<file path="src/rtl/set_bit_scanner.sv">
// Set-bit scanner: captures a 32-bit word, emits one beat per set bit, lowest index first (SCAN_POPCOUNT_EN adds pop_count).
// Latency: first beat one cycle after capture; one beat per cycle sustained; one idle bubble between words.
// Backpressure: a beat holds while out_ready is low; in_ready is low for the whole time a word is held.
module set_bit_scanner (
  input  logic        clock,
  input  logic        reset,
  input  logic        in_valid,
  output logic        in_ready,
  input  logic [31:0] data_in,
  output logic        out_valid,
  input  logic        out_ready,
  output logic [4:0]  out_index,
  output logic        out_zero,
  output logic        out_last,
  output logic        busy
`ifdef SCAN_POPCOUNT_EN
  ,
  output logic [5:0]  pop_count
`endif
);

  typedef enum logic {IDLE, EMIT} state_t;

  state_t      state_q, state_d;
  logic [31:0] word_q, word_d;
  logic [31:0] word_cleared;
  logic [4:0]  index_q, index_d;
  logic        zero_q, zero_d;
  logic        last_q, last_d;

  function automatic logic [4:0] lsb_index(input logic [31:0] w);
    lsb_index = '0;
    for (int i = 31; i >= 0; i--) begin
      if (w[i]) lsb_index = i[4:0];
    end
  endfunction

  // True for zero or one set bit: the beat taken from such a word is its final one.
  function automatic logic at_most_one(input logic [31:0] w);
    at_most_one = ((w & (w - 32'd1)) == 32'd0);
  endfunction

  assign word_cleared = word_q & (word_q - 32'd1);

  always_comb begin
    state_d = state_q;
    word_d  = word_q;
    index_d = index_q;
    zero_d  = zero_q;
    last_d  = last_q;
    if (state_q == IDLE) begin
      if (in_valid) begin
        state_d = EMIT;
        word_d  = data_in;
        index_d = lsb_index(data_in);
        zero_d  = (data_in == 32'd0);
        last_d  = at_most_one(data_in);
      end
    end else if (out_ready) begin
      if (last_q) begin
        state_d = IDLE;
        word_d  = '0;
        index_d = '0;
        zero_d  = 1'b0;
        last_d  = 1'b0;
      end else begin
        word_d  = word_cleared;
        index_d = lsb_index(word_cleared);
        zero_d  = 1'b0;
        last_d  = at_most_one(word_cleared);
      end
    end
  end

  always_ff @(posedge clock) begin
    if (reset) begin
      state_q <= IDLE;
      word_q  <= '0;
      index_q <= '0;
      zero_q  <= 1'b0;
      last_q  <= 1'b0;
    end else begin
      state_q <= state_d;
      word_q  <= word_d;
      index_q <= index_d;
      zero_q  <= zero_d;
      last_q  <= last_d;
    end
  end

  assign in_ready  = (state_q == IDLE);
  assign out_valid = (state_q == EMIT);
  assign busy      = (state_q == EMIT);
  assign out_index = index_q;
  assign out_zero  = zero_q;
  assign out_last  = last_q;

`ifdef SCAN_POPCOUNT_EN
  function automatic logic [5:0] popcount(input logic [31:0] w);
    popcount = '0;
    for (int i = 0; i < 32; i++) begin
      popcount = popcount + {5'd0, w[i]};
    end
  endfunction

  logic [5:0] pop_q;

  // Counted once at capture and held until the next word is taken.
  always_ff @(posedge clock) begin
    if (reset) begin
      pop_q <= '0;
    end else if (state_q == IDLE && in_valid) begin
      pop_q <= popcount(data_in);
    end
  end

  assign pop_count = pop_q;
`endif

endmodule

</file>
<file path="config.mk">
export PLATFORM = sky130hd
export DESIGN_NAME = set_bit_scanner
export DESIGN_NICKNAME = d
export VERILOG_FILES = /design/src/rtl/set_bit_scanner.sv
export SDC_FILE = /design/constraint.sdc
export NUM_CORES = 1
export LEC_CHECK = 0
export CORE_ASPECT_RATIO = 1.4
export CORE_MARGIN = 2
export CORE_UTILIZATION = 40
export CTS_BUF_LIST = sky130_fd_sc_hd__clkbuf_16
export CTS_CLUSTER_SIZE = 8
export DETAILED_ROUTE_END_ITERATION = 8
export PLACE_DENSITY_LB_ADDON = 0.1
export SETUP_SLACK_MARGIN = 0.3
export SYNTH_ARGS = -nofsm -noshare
export SYNTH_HDL_FRONTEND = slang
export SYNTH_SLANG_ARGS = --single-unit
</file>
<file path="constraint.sdc">
create_clock -name clock -period 9.95 [get_ports clock]
set_input_delay 2.985 -clock clock [delete_from_list [all_inputs] [get_ports clock]]
set_output_delay 2.985 -clock clock [all_outputs]
set_load 0.005 [all_outputs]
</file>
# Yosys cells after proc, flatten, opt, wreduce, memory -nomap -nowiden
# Index checks and enable logic that the tools add are counted.
dict set report totals {
  register_bits 40
  inputBits 36
  out_inout_bits 10
  wordCells 101
}
dict set report classes {
  addsub 3
  eq_ne 1
  n_mux 83
  bitwise 4
  reduce_logical 5
}
# cell count
set op_table {}
lappend op_table {{$mux W5} 68}
lappend op_table {{$mux W32} 4}
lappend op_table {{$and A32 B32 Y32} 3}
lappend op_table {{$logic_not A32 Y1} 3}
lappend op_table {{$sub A32 B1 Y32 const B} 3}
lappend op_table {{$mux W1} 11}
lappend op_table {{$ne A2 B2 Y1 const B} 1}
lappend op_table {{$reduce_and A2 Y1} 1}
lappend op_table {{$reduce_bool A2 Y1} 1}
lappend op_table {{$not A1 Y1} 1}

# Depth between registers and ports, before layout
# Gate-level depths: netlist (run 1).
dict set report depth {
  word_depth 37
  mapped_depth 13
  ltp_nobuf 9
}

# Least setup slack after synthesis (run 1)
# Ideal clock, no wire load.
dict set report synth_path {
  path_kind {input -> register}
  start {in data_in[3]}
  end {reg last_q, in the netlist out_last}
  setup_time_ns 0.057
  t_arrival_ns 5.254
  required_ns 9.893
  path_slack_ns 4.639
  cell_stages 10
  path_buffers 1
  cell_sequence {clkbuf_1 -> or4_1 -> or3_1 -> maj3_1 -> nor2_1 -> o221ai_1 -> nor4b_1 -> nand4_1 -> a211oi_1 -> a21o_1}
}
dict set report synth_between {
  elab_chain_len 5
}
# element line
set synth_rtl {}
lappend synth_rtl {{start, declared} 9} ;# input logic [31:0] data_in,
lappend synth_rtl {{$sub A32 B1 Y32} 40} ;# at_most_one = ((w & (w - 32'd1)) == 32'd0);
lappend synth_rtl {{$and A32 B32 Y32 (*)} 40}
lappend synth_rtl {{$logic_not A32 Y1 (*)} 40}
lappend synth_rtl {{$mux W1 (*)} 52} ;# if (in_valid) begin
lappend synth_rtl {{$mux W1 (*)} 51} ;# if (state_q == IDLE) begin
lappend synth_rtl {{end signal, assigned} 87} ;# last_q <= last_d;
lappend synth_rtl {{end, declared} 29} ;# logic last_q, last_d;
# Mark *: on every way between the ends. The rest lies on a longest branch, timed or not. The select of a mux whose other input is x is not followed.
# A chain may end at the register's enable or synchronous reset.

# Worst setup path after layout (run 1)
dict set report layout_path {
  start {in data_in[7]}
  end {reg last_q, in the netlist out_last}
}
# The elaborated chain is that of the path after synthesis.

==> results of run 1 <==
report_power, final:
group	switching (mW)	internal (mW)
sequential	0.0296	0.172
combinational	0.157	0.0983
clock	0.0712	0.118
total	0.257	0.388
Yosys cell counts, drive strengths merged (3+ instances only):
master / number / area [µm²]
a2111oi: 11 / 140
a211o: 3 / 27.5
a211oi: 8 / 60.1
a21o: 3 / 22.5
a21oi: 50 / 250
a221oi: 3 / 26.3
a222oi: 5 / 50.1
a22oi: 23 / 173
a311oi: 3 / 26.3
a31oi: 13 / 81.3
a32oi: 3 / 26.3
and2: 3 / 18.8
buf: 12 / 78.8
clkbuf: 46 / 173
dfxtp: 40 / 801
inv: 19 / 71.3
maj3: 10 / 101
nand2: 46 / 173
nand2b: 4 / 25.0
nand3: 16 / 92.6
nand3b: 3 / 22.5
nand4: 10 / 62.6
nor2: 96 / 360
nor3: 24 / 120
nor4: 16 / 106
o211ai: 4 / 30.0
o21a: 7 / 52.6
o21ai: 57 / 285
o221ai: 5 / 43.8
o22a: 3 / 26.3
o22ai: 6 / 37.5
o311ai: 3 / 26.3
o31ai: 6 / 45.0
o32a: 3 / 30.0
o41ai: 4 / 35.0
or2: 10 / 62.6
or3: 11 / 73.8
or4: 9 / 71.3
kinds of logic after synthesis:
| group | share of synthesized area [%] |
|---|---|
| buf+inv | 7.75 |
| simple gates | 30.5 |
| compound gates | 39.4 |
| fa+ha+maj | 2.43 |
| flops | 19.2 |
| xor+xnor | 0.421 |
| mux | 0.240 |
registers in the layout, summed over array words and instances, names as in the netlist:
name       flops
out_index      5
out_last       1
busy           1
word_q        32
out_zero       1
routing by layer:
metal | global-route usage (%) | wire length, µm
met1 | 33.0 | 6290
met2 | 51.7 | 8250
met3 | 3.63 | 1040
met4 | 17.5 | 978
met5 | 0 | 0
tightest hold or removal path: stages, from the launching register on:
cell and delay (ps):
dfxtp_1 330, a32oi_1 60, nor2_1 70
cell type report:
class                   instances  area, µm²  share of cell area, %
clock inverters                 3       42.5                  0.895
well taps                     138        173                   3.63
flip-flops and latches         40        801                   16.9
inverters                      19       71.3                   1.50
clock buffers                   5        125                   2.63
multi-input cells             510       3040                   64.1
repair buffers                 51        495                   10.4
how the worst max path moves through the flow:
stage | startpoint | to | slack (ps) | cells past startpoint
detailed placement | data_in[7] | out_last$_SDFFE_PP0P_ | 3810 | 10
finish | data_in[7] | out_last$_SDFFE_PP0P_ | 4020 | 10
CTS | data_in[7] | out_last$_SDFFE_PP0P_ | 4100 | 10
global placement | data_in[7] | out_last$_SDFFE_PP0P_ | 3910 | 10
global route | data_in[7] | out_last$_SDFFE_PP0P_ | 3820 | 10
floorplan | data_in[3] | out_last$_SDFFE_PP0P_ | 4640 | 10
stage by stage:
step / setup WS, ps / std cells / power [mW]
floorplan: 4640 / 627 / 0.369
global placement: 3910 / 758 / 0.450
detailed placement: 3810 / 758 / 0.452
CTS: 4100 / 766 / 0.643
global route: 3820 / 766 / 0.678
finish: 4020 / 766 / 0.645
==> run metrics, run 1 <==
outcome finished, final reports clean; required time of the critical path a little over 10000 ps; Post-DP HPWL 12500 µm; Finish-stage setup viols 0; startpoint types input pin; Die Y 125 µm; GPL Wtd Cong 0.980; vias in the first global route about 4800; initial cell density of the core between 40% and 50%; reg2reg setup slack a little under 6000 ps; WHS between 400 and 500 ps; Yosys cell types between 70 and 80; Core Util, Final between 40% and 50%; H-tree levels 2; leading cell type in the layout, fill and taps excluded nor2_1; fin crit share 59.6%; DR vias ~5100; WP data arrival between 6000 and 7000 ps; syn_area_per_cell 6.64 µm²; fmax roughly 170 MHz; reg-to-reg endpoint out_index[1]$_SDFFE_PP0P_; Warnings, synthesis 0; final slew viol count 0; Endpoint, Worst Hold out_zero$_SDFFE_PP0P_; Leakage approximately 1.6 nW; crit path time final 5930 ps; CP peak stage delay around 690 ps; post_cts resized 0; Fill cells 1099; DRT Pass-1 Iters 6; Post-Syn Area 4160 µm²; grt total ovfl 0; asr flop ratio synth 0%; reg2reg path depth 9; layout cell share with drive strength beyond 1 under 10%; largest net degree at the start of global routing 44; Final ANT Viol Nets 0; row cnt between 40 and 50; Post-synth EDFFs 0; Tot GR Track Use approximately 29%; # Post-CTS Setup Buffers 0; vias per inst approximately 6.6; Ports 46; reg2reg start word_q[0]$_SDFFE_PP0P_; CTS tree yes; Routed WL per cell between 20 and 25 µm; most frequent cells in the layout nor2_1 (96), o21ai_0 (56), a21oi_1 (50); design area between 4000 and 5000 µm²; most used cell, CP nand4_1; first-pass GRT wire length between 20000 and 30000 µm; worst-margin pin slew 937 ps; Final Hold Fails 0; Peak supply drop 0.0000844 V; setup_tns 0 ps; Top FF cell, synth dfxtp_1; clock transition at the registers of the reported paths 60 ps; slowest CP cell nor4_1; Nets roughly 660; clk root buf clkbuf_16; die footprint 11300 µm²; CP endpoint kind flip-flop; DR DRC count 0; CTS sink cnt 40; critical path peak fanout 7; Area Overhead vs Synth 14.1%; post-placement cell area around 4600 µm²; Seq/Total Area, Yosys roughly 19%; Pwr Density roughly 140 nW/µm²; crit-path cells clkdlybuf4s50_1 > nor4_1 > nand4_1 > or2_2 > o41ai_1 > a31oi_1 > o31ai_1 > nand4_1 > a211oi_1 > a21o_1; Yosys reg bits 40; max-cap violations 0; CP bufs+invs 1; Hold Crit Start out_zero$_SDFFE_PP0P_; clk_lat worst skew a little under 300 ps; kind of cell adding the most delay to the critical path simple AND/OR/NAND/NOR gates; initial antenna violation count 0; antenna cells 0; Max-slew headroom between 30 and 40%; Num CTS Buffers 5; hold path depth 2; core area approximately 10000 µm²; RSZ-0062 raised after global routing false; HP Class reg -> reg; cells after synthesis 627; Port Buffer Count 45; Die Width between 90 and 100 µm; syn nets 663; Post-CTS Hold Fix Bufs 0; Clock Skews 2.42 ps; kind of critical path in -> reg; DRT iter0 DRCs approximately 500; DRT Wirelength ~17000 µm; Max clock buf depth 2
Power figures use the tool's default switching activity.
==> run 2, diff against run 1 <==
- clock period: 9.95 -> 5.5 ns (I/O delays scaled with it)
==> run 2 against run 1 <==
Net effect: clock power up 58%; sequential power rose by 81%; via count is 0.35% lower; sequential share of layout area barely moved; largest cell class unchanged; largest power group unchanged.
==> run metrics, run 2 (same netlist as run 1, synthesis figures left out) <==
outcome finished, final reports clean (unchanged); Post-Place Setup Slack 790 ps (was 3810 ps); post_cts resized 0 (unchanged); Routed WL per cell 21.1 µm (was 21.6 µm); layout cell share with drive strength beyond 1 6.18% (was 5.73%); Logic pwr share 41.1% (was 39.5%); worst-margin pin slew 760 ps (was 937 ps); Setup WS post-layout 1000 ps (was 4020 ps); startpoint types input pin (unchanged); most frequent cells in the layout nor2_1 (96), o21ai_0 (56), a21oi_1 (50) (unchanged); die footprint 11300 µm² (unchanged); vias in the first global route 4720 (was 4802); initial antenna violation count 0 (unchanged); CTS tree yes (unchanged); CTS sink cnt 40 (unchanged); setup_tns 0 ps (unchanged); post-placement cell area 4610 µm² (was 4580 µm²); Post-DP HPWL 12200 µm (was 12500 µm); clock power share 26.5% (was 29.3%); initial cell density of the core 40.7% (unchanged); Leakage 1.57 nW (was 1.56 nW); crit path time final 4500 ps; kind of critical path in -> reg (unchanged); Final ANT Viol Nets 0 (unchanged); DR DRC count 0 (unchanged); max-cap violations 0 (unchanged); Area Overhead vs Synth 14.1% (about the same); grt total ovfl 0 (unchanged); Final Hold Fails 0 (unchanged); Max clock buf depth 2 (unchanged); DR vias 5069 (was 5087); GPL Wtd Cong 0.947 (was 0.980); WP data arrival 4730 ps (was 6170 ps); row cnt 44 (unchanged); switching power total 0.466 mW (was 0.257 mW); # Post-CTS Setup Buffers 0 (unchanged); Tot GR Track Use 28.1% (was 29.1%); CP endpoint kind flip-flop (unchanged); Nets 666 (was 663); Post-CTS Hold Fix Bufs 0 (unchanged); Seq pwr share 32.3% (was 31.2%); largest net degree at the start of global routing 43 (was 44); Max-slew headroom 48.8% (was 37.5%); required time of the critical path 5740 ps (was 10190 ps); Finish-stage setup viols 0 (unchanged); leading cell type in the layout, fill and taps excluded nor2_1 (unchanged); Die Y 125 µm (unchanged); Pwr Density 237 nW/µm² (was 136 nW/µm²); Ports 46 (unchanged); Largest Register word_q (unchanged); DRT iter0 DRCs 398 (was 503); fin crit share a little over 80%; Die Width 90.2 µm (unchanged); number of flip-flops under the largest register name 32 (unchanged); critical path peak fanout 7 (unchanged); DRT Pass-1 Iters 5 (was 6); clock transition at the registers of the reported paths 60 ps (about the same); Pwr Total 1.12 mW (was 0.645 mW); DRT Wirelength 16200 µm (was 16600 µm); RSZ-0062 raised after global routing false (unchanged); Final Non-Filler Cells 769 (was 766); Num CTS Buffers 5 (unchanged); Port Buffer Count 45 (unchanged); first-pass GRT wire length 25400 µm (was 26100 µm); Internal Pwr Total 0.657 mW (was 0.388 mW); clk root buf clkbuf_16 (unchanged); design area 4750 µm² (about the same); vias per inst 6.59 (was 6.64); antenna cells 0 (unchanged); Clock Skews 7.39 ps (was 2.42 ps); core area 10200 µm² (unchanged); switch share 41.5% (was 39.9%); HP Class reg -> reg (unchanged); fmax 222 MHz; Cells after DPL 761 (was 758); Peak supply drop 0.000181 V (was 0.0000844 V); H-tree levels 2 (unchanged); clk_lat worst skew 290 ps (about the same); final slew viol count 0 (unchanged)
run 2: cell count changes in the layout (fill, tap and decap cells not counted):
cell	previous run	this run
buf_4	6	9
bufinv_16	1	0
clkinv_2	1	2
clkinv_4	0	1
clkinvlp_4	1	0
run 2: through the flow:
stage | hold WS (ps) | utilization, %
after floorplan | 474 | -
after global placement | 473 | 45.0
after detailed placement | 478 | 45.0
after CTS | 497 | 46.4
after global routing | 526 | 46.4
final | 491 | 46.4
run 2: critical path, stage by stage:
cell and delay [ps]:
clkdlybuf4s50_1 540, nor4_1 640, nand4_1 310, or2_2 420, o21ai_0 180, o221ai_1 130
nor4b_1 340, nand4_1 150, a211oi_1 260, a21o_1 100
run 2: layout make-up:
cell class | instances | area, µm²
Fill cell | 1133 | 5490
Multi-Input combinational cell | 510 | 3040
Sequential cell | 40 | 801
Timing Repair Buffer | 54 | 518
Tap cell | 138 | 173
Clock buffer | 5 | 125
Inverter | 19 | 71.3
Clock inverter | 3 | 18.8
run 2: per-layer routing:
metal	up-vias	global-route usage, %	wire length (µm)
met3	58	3.63	747
met5	-	0	0
met1	2415	31.5	6380
met2	202	51.3	8340
li1	2394	-	-
met4	0	14.9	778
run 2: path summary, 6_finish.rpt:
kind              slack (ps)               endpoint  cells after the start                    from
setup / recovery        1000  out_last$_SDFFE_PP0P_                     10              data_in[7]
hold / removal           490  out_zero$_SDFFE_PP0P_                      2   out_zero$_SDFFE_PP0P_
setup reg to reg        1030  out_last$_SDFFE_PP0P_                      9  word_q[0]$_SDFFE_PP0P_
hold reg to reg          490  out_zero$_SDFFE_PP0P_                      2   out_zero$_SDFFE_PP0P_
run 2: power by group through the flow:
stage / clock network [mW] / registers [mW] / logic [mW]
floorplan: 0 / 0.332 / 0.335
global placement: 0 / 0.367 / 0.451
detailed placement: 0 / 0.367 / 0.452
CTS: 0.308 / 0.361 / 0.455
global route: 0.318 / 0.367 / 0.500
finish: 0.298 / 0.363 / 0.462
==> run 3, diff against run 2 <==
- clock period: 5.5 -> 3.8 ns (I/O delays scaled with it)
==> run 3 against run 2 <==
Net effect: first-iteration DRC count grew 21%; cell count up 10%; non-clock buffer count up 77; clock power up 64%; routed wire length grew 9.8%; count of clock-buffer cells in the layout unchanged; sequential power grew 37%; combinational power increased by 86%; cell area increased by 16%; die area unchanged; global-route usage up 2.6 points; power grew 64%; largest cell class unchanged; largest power group unchanged; highest routed layer unchanged.
==> run metrics, run 3 (same netlist as run 1, synthesis figures left out) <==
Area Overhead vs Synth 32.8% (was 14.1%); initial antenna violation count 0 (unchanged); Largest Register word_q (unchanged); DR vias 5528 (was 5069); vias in the first global route 5270 (was 4720); clock transition at the registers of the reported paths 60 ps (about the same); vias per inst 6.53 (was 6.59); reg2reg setup slack 290 ps (was 1030 ps); WP data arrival 3760 ps (was 4730 ps); Die Y 125 µm (unchanged); design area 5530 µm² (was 4750 µm²); Ports 46 (unchanged); DRT iter0 DRCs 482 (was 398); GPL Wtd Cong 0.957 (was 0.947); HP Class reg -> reg (unchanged); max-cap violations 0 (unchanged); leading cell type in the layout, fill and taps excluded nor2_1 (unchanged); Final ANT Viol Nets 0 (unchanged); Nets 743 (was 666); CTS tree yes (unchanged); clk_lat worst skew 290 ps (about the same); Endpoint, Worst Hold out_index[4]$_SDFFE_PP0P_ (was out_zero$_SDFFE_PP0P_); clk root buf clkbuf_16 (unchanged); H-tree levels 2 (unchanged); setup_tns 0 ps (unchanged); Tot GR Track Use 30.7% (was 28.1%); Max clock buf depth 2 (unchanged); Clock Skews 3.72 ps (was 7.39 ps); reg-to-reg endpoint out_last$_SDFFE_PP0P_ (unchanged); CTS sink cnt 40 (unchanged); Num CTS Buffers 5 (unchanged); area occupied by multi-input gates 3200 µm² (was 3040 µm²); Routed WL per cell 21.1 µm (about the same); required time of the critical path 4040 ps (was 5740 ps); post-placement cell area 5150 µm² (was 4610 µm²); Die Width 90.2 µm (unchanged); Peak supply drop 0.000254 V (was 0.000181 V); Max-slew headroom 50.7% (was 48.8%); initial cell density of the core 40.7% (unchanged); Post-DP HPWL 13500 µm (was 12200 µm); Port Buffer Count 45 (unchanged); Final Hold Fails 0 (unchanged); fin crit share between 90 and 100%; CP endpoint kind flip-flop (unchanged); die footprint 11300 µm² (unchanged); most frequent cells in the layout nor2_1 (96), buf_4 (82), o21ai_0 (54) (was nor2_1 (96), o21ai_0 (56), a21oi_1 (50)); reg2reg path depth 12 (was 9); DRT Pass-1 Iters 6 (was 5); outcome finished, final reports clean (unchanged); largest net degree at the start of global routing 43 (unchanged); fmax around 280 MHz; core area 10200 µm² (unchanged); DRT Wirelength 17800 µm (was 16200 µm); DR DRC count 0 (unchanged); number of flip-flops under the largest register name 32 (unchanged); grt total ovfl 0 (unchanged); reg2reg start word_q[9]$_SDFFE_PP0P_ (was word_q[0]$_SDFFE_PP0P_); crit path time final ~3500 ps; kind of critical path in -> reg (unchanged); Pwr Density 334 nW/µm² (was 237 nW/µm²); layout cell share with drive strength beyond 1 19.5% (was 6.18%); hold path depth 2 (unchanged); startpoint types input pin (unchanged); register area 801 µm² (unchanged); first-pass GRT wire length 27700 µm (was 25400 µm); worst-margin pin slew 721 ps (was 760 ps); antenna cells 0 (unchanged); Leakage 2.03 nW (was 1.57 nW); Finish-stage setup viols 0 (unchanged); final slew viol count 0 (unchanged); Hold Crit Start out_index[4]$_SDFFE_PP0P_ (was out_zero$_SDFFE_PP0P_); Pwr Total 1.84 mW (was 1.12 mW); RSZ-0062 raised after global routing true (was false); Fill cells 1070 (was 1133); critical path peak fanout 3 (was 7); row cnt 44 (unchanged)
[run 3: what timing repair did]
action | in CTS | in global routing
resized for setup | 16 | 26
endpoints found under the setup margin | 1 | 3
hold buffers | 0 | 0
buffers inserted | 4 | 2
pin swaps | 8 | 8
[run 3: critical path, stage by stage]
cell and delay (ps):
clkdlybuf4s50_1 540, nor2b_2 180, a21o_1 110, nor2_1 70, a2111oi_1 560, nand4_1 190
nor3_1 170, o221ai_1 210, a2111oi_4 310, buf_4 180, a21o_1 100
[run 3: per-layer routing]
layer  GRT usage (%)  routed length [µm]  vias up
met5               0                   0        -
met4            17.8                1050        0
met1            33.3                6650     2626
met3            3.02                 908       70
met2            57.3                9230      269
li1                -                   -     2563
[run 3: metrics by stage]
stage	hold slack, ps	setup slack [ps]	cells	utilization [%]
floorplan	474	334	627	-
global placement	475	-139	832	50.3
detailed placement	489	-222	832	50.3
CTS	500	308	844	52.8
global route	550	171	846	54.0
finish	500	277	846	54.0
[run 3: final cells by class]
type	count	area share [%]
tap	138	3.12
sequential	40	14.5
multi-input combinational	510	57.8
clock inverter	3	0.701
inverter	19	1.29
clock buffer	5	2.26
timing repair buffer	131	20.4
[run 3: power by group]
part | internal [mW] | leakage [nW] | total [mW] | switching [mW]
combinational | 0.365 | 1.62 | 0.858 | 0.494
clock | 0.307 | 0.0850 | 0.489 | 0.183
sequential | 0.450 | 0.328 | 0.497 | 0.0471
[run 3: worst max path at each step]
stage,from,end,slack (ps)
2_1_floorplan,data_in[3],out_last$_SDFFE_PP0P_,330
3_3_place_gp,data_in[3],out_last$_SDFFE_PP0P_,-140
3_5_place_dp,data_in[3],out_last$_SDFFE_PP0P_,-220
4_1_cts,word_q[9]$_SDFFE_PP0P_,out_last$_SDFFE_PP0P_,310
5_1_grt,data_in[11],out_last$_SDFFE_PP0P_,170
6_report,in_valid,out_last$_SDFFE_PP0P_,280
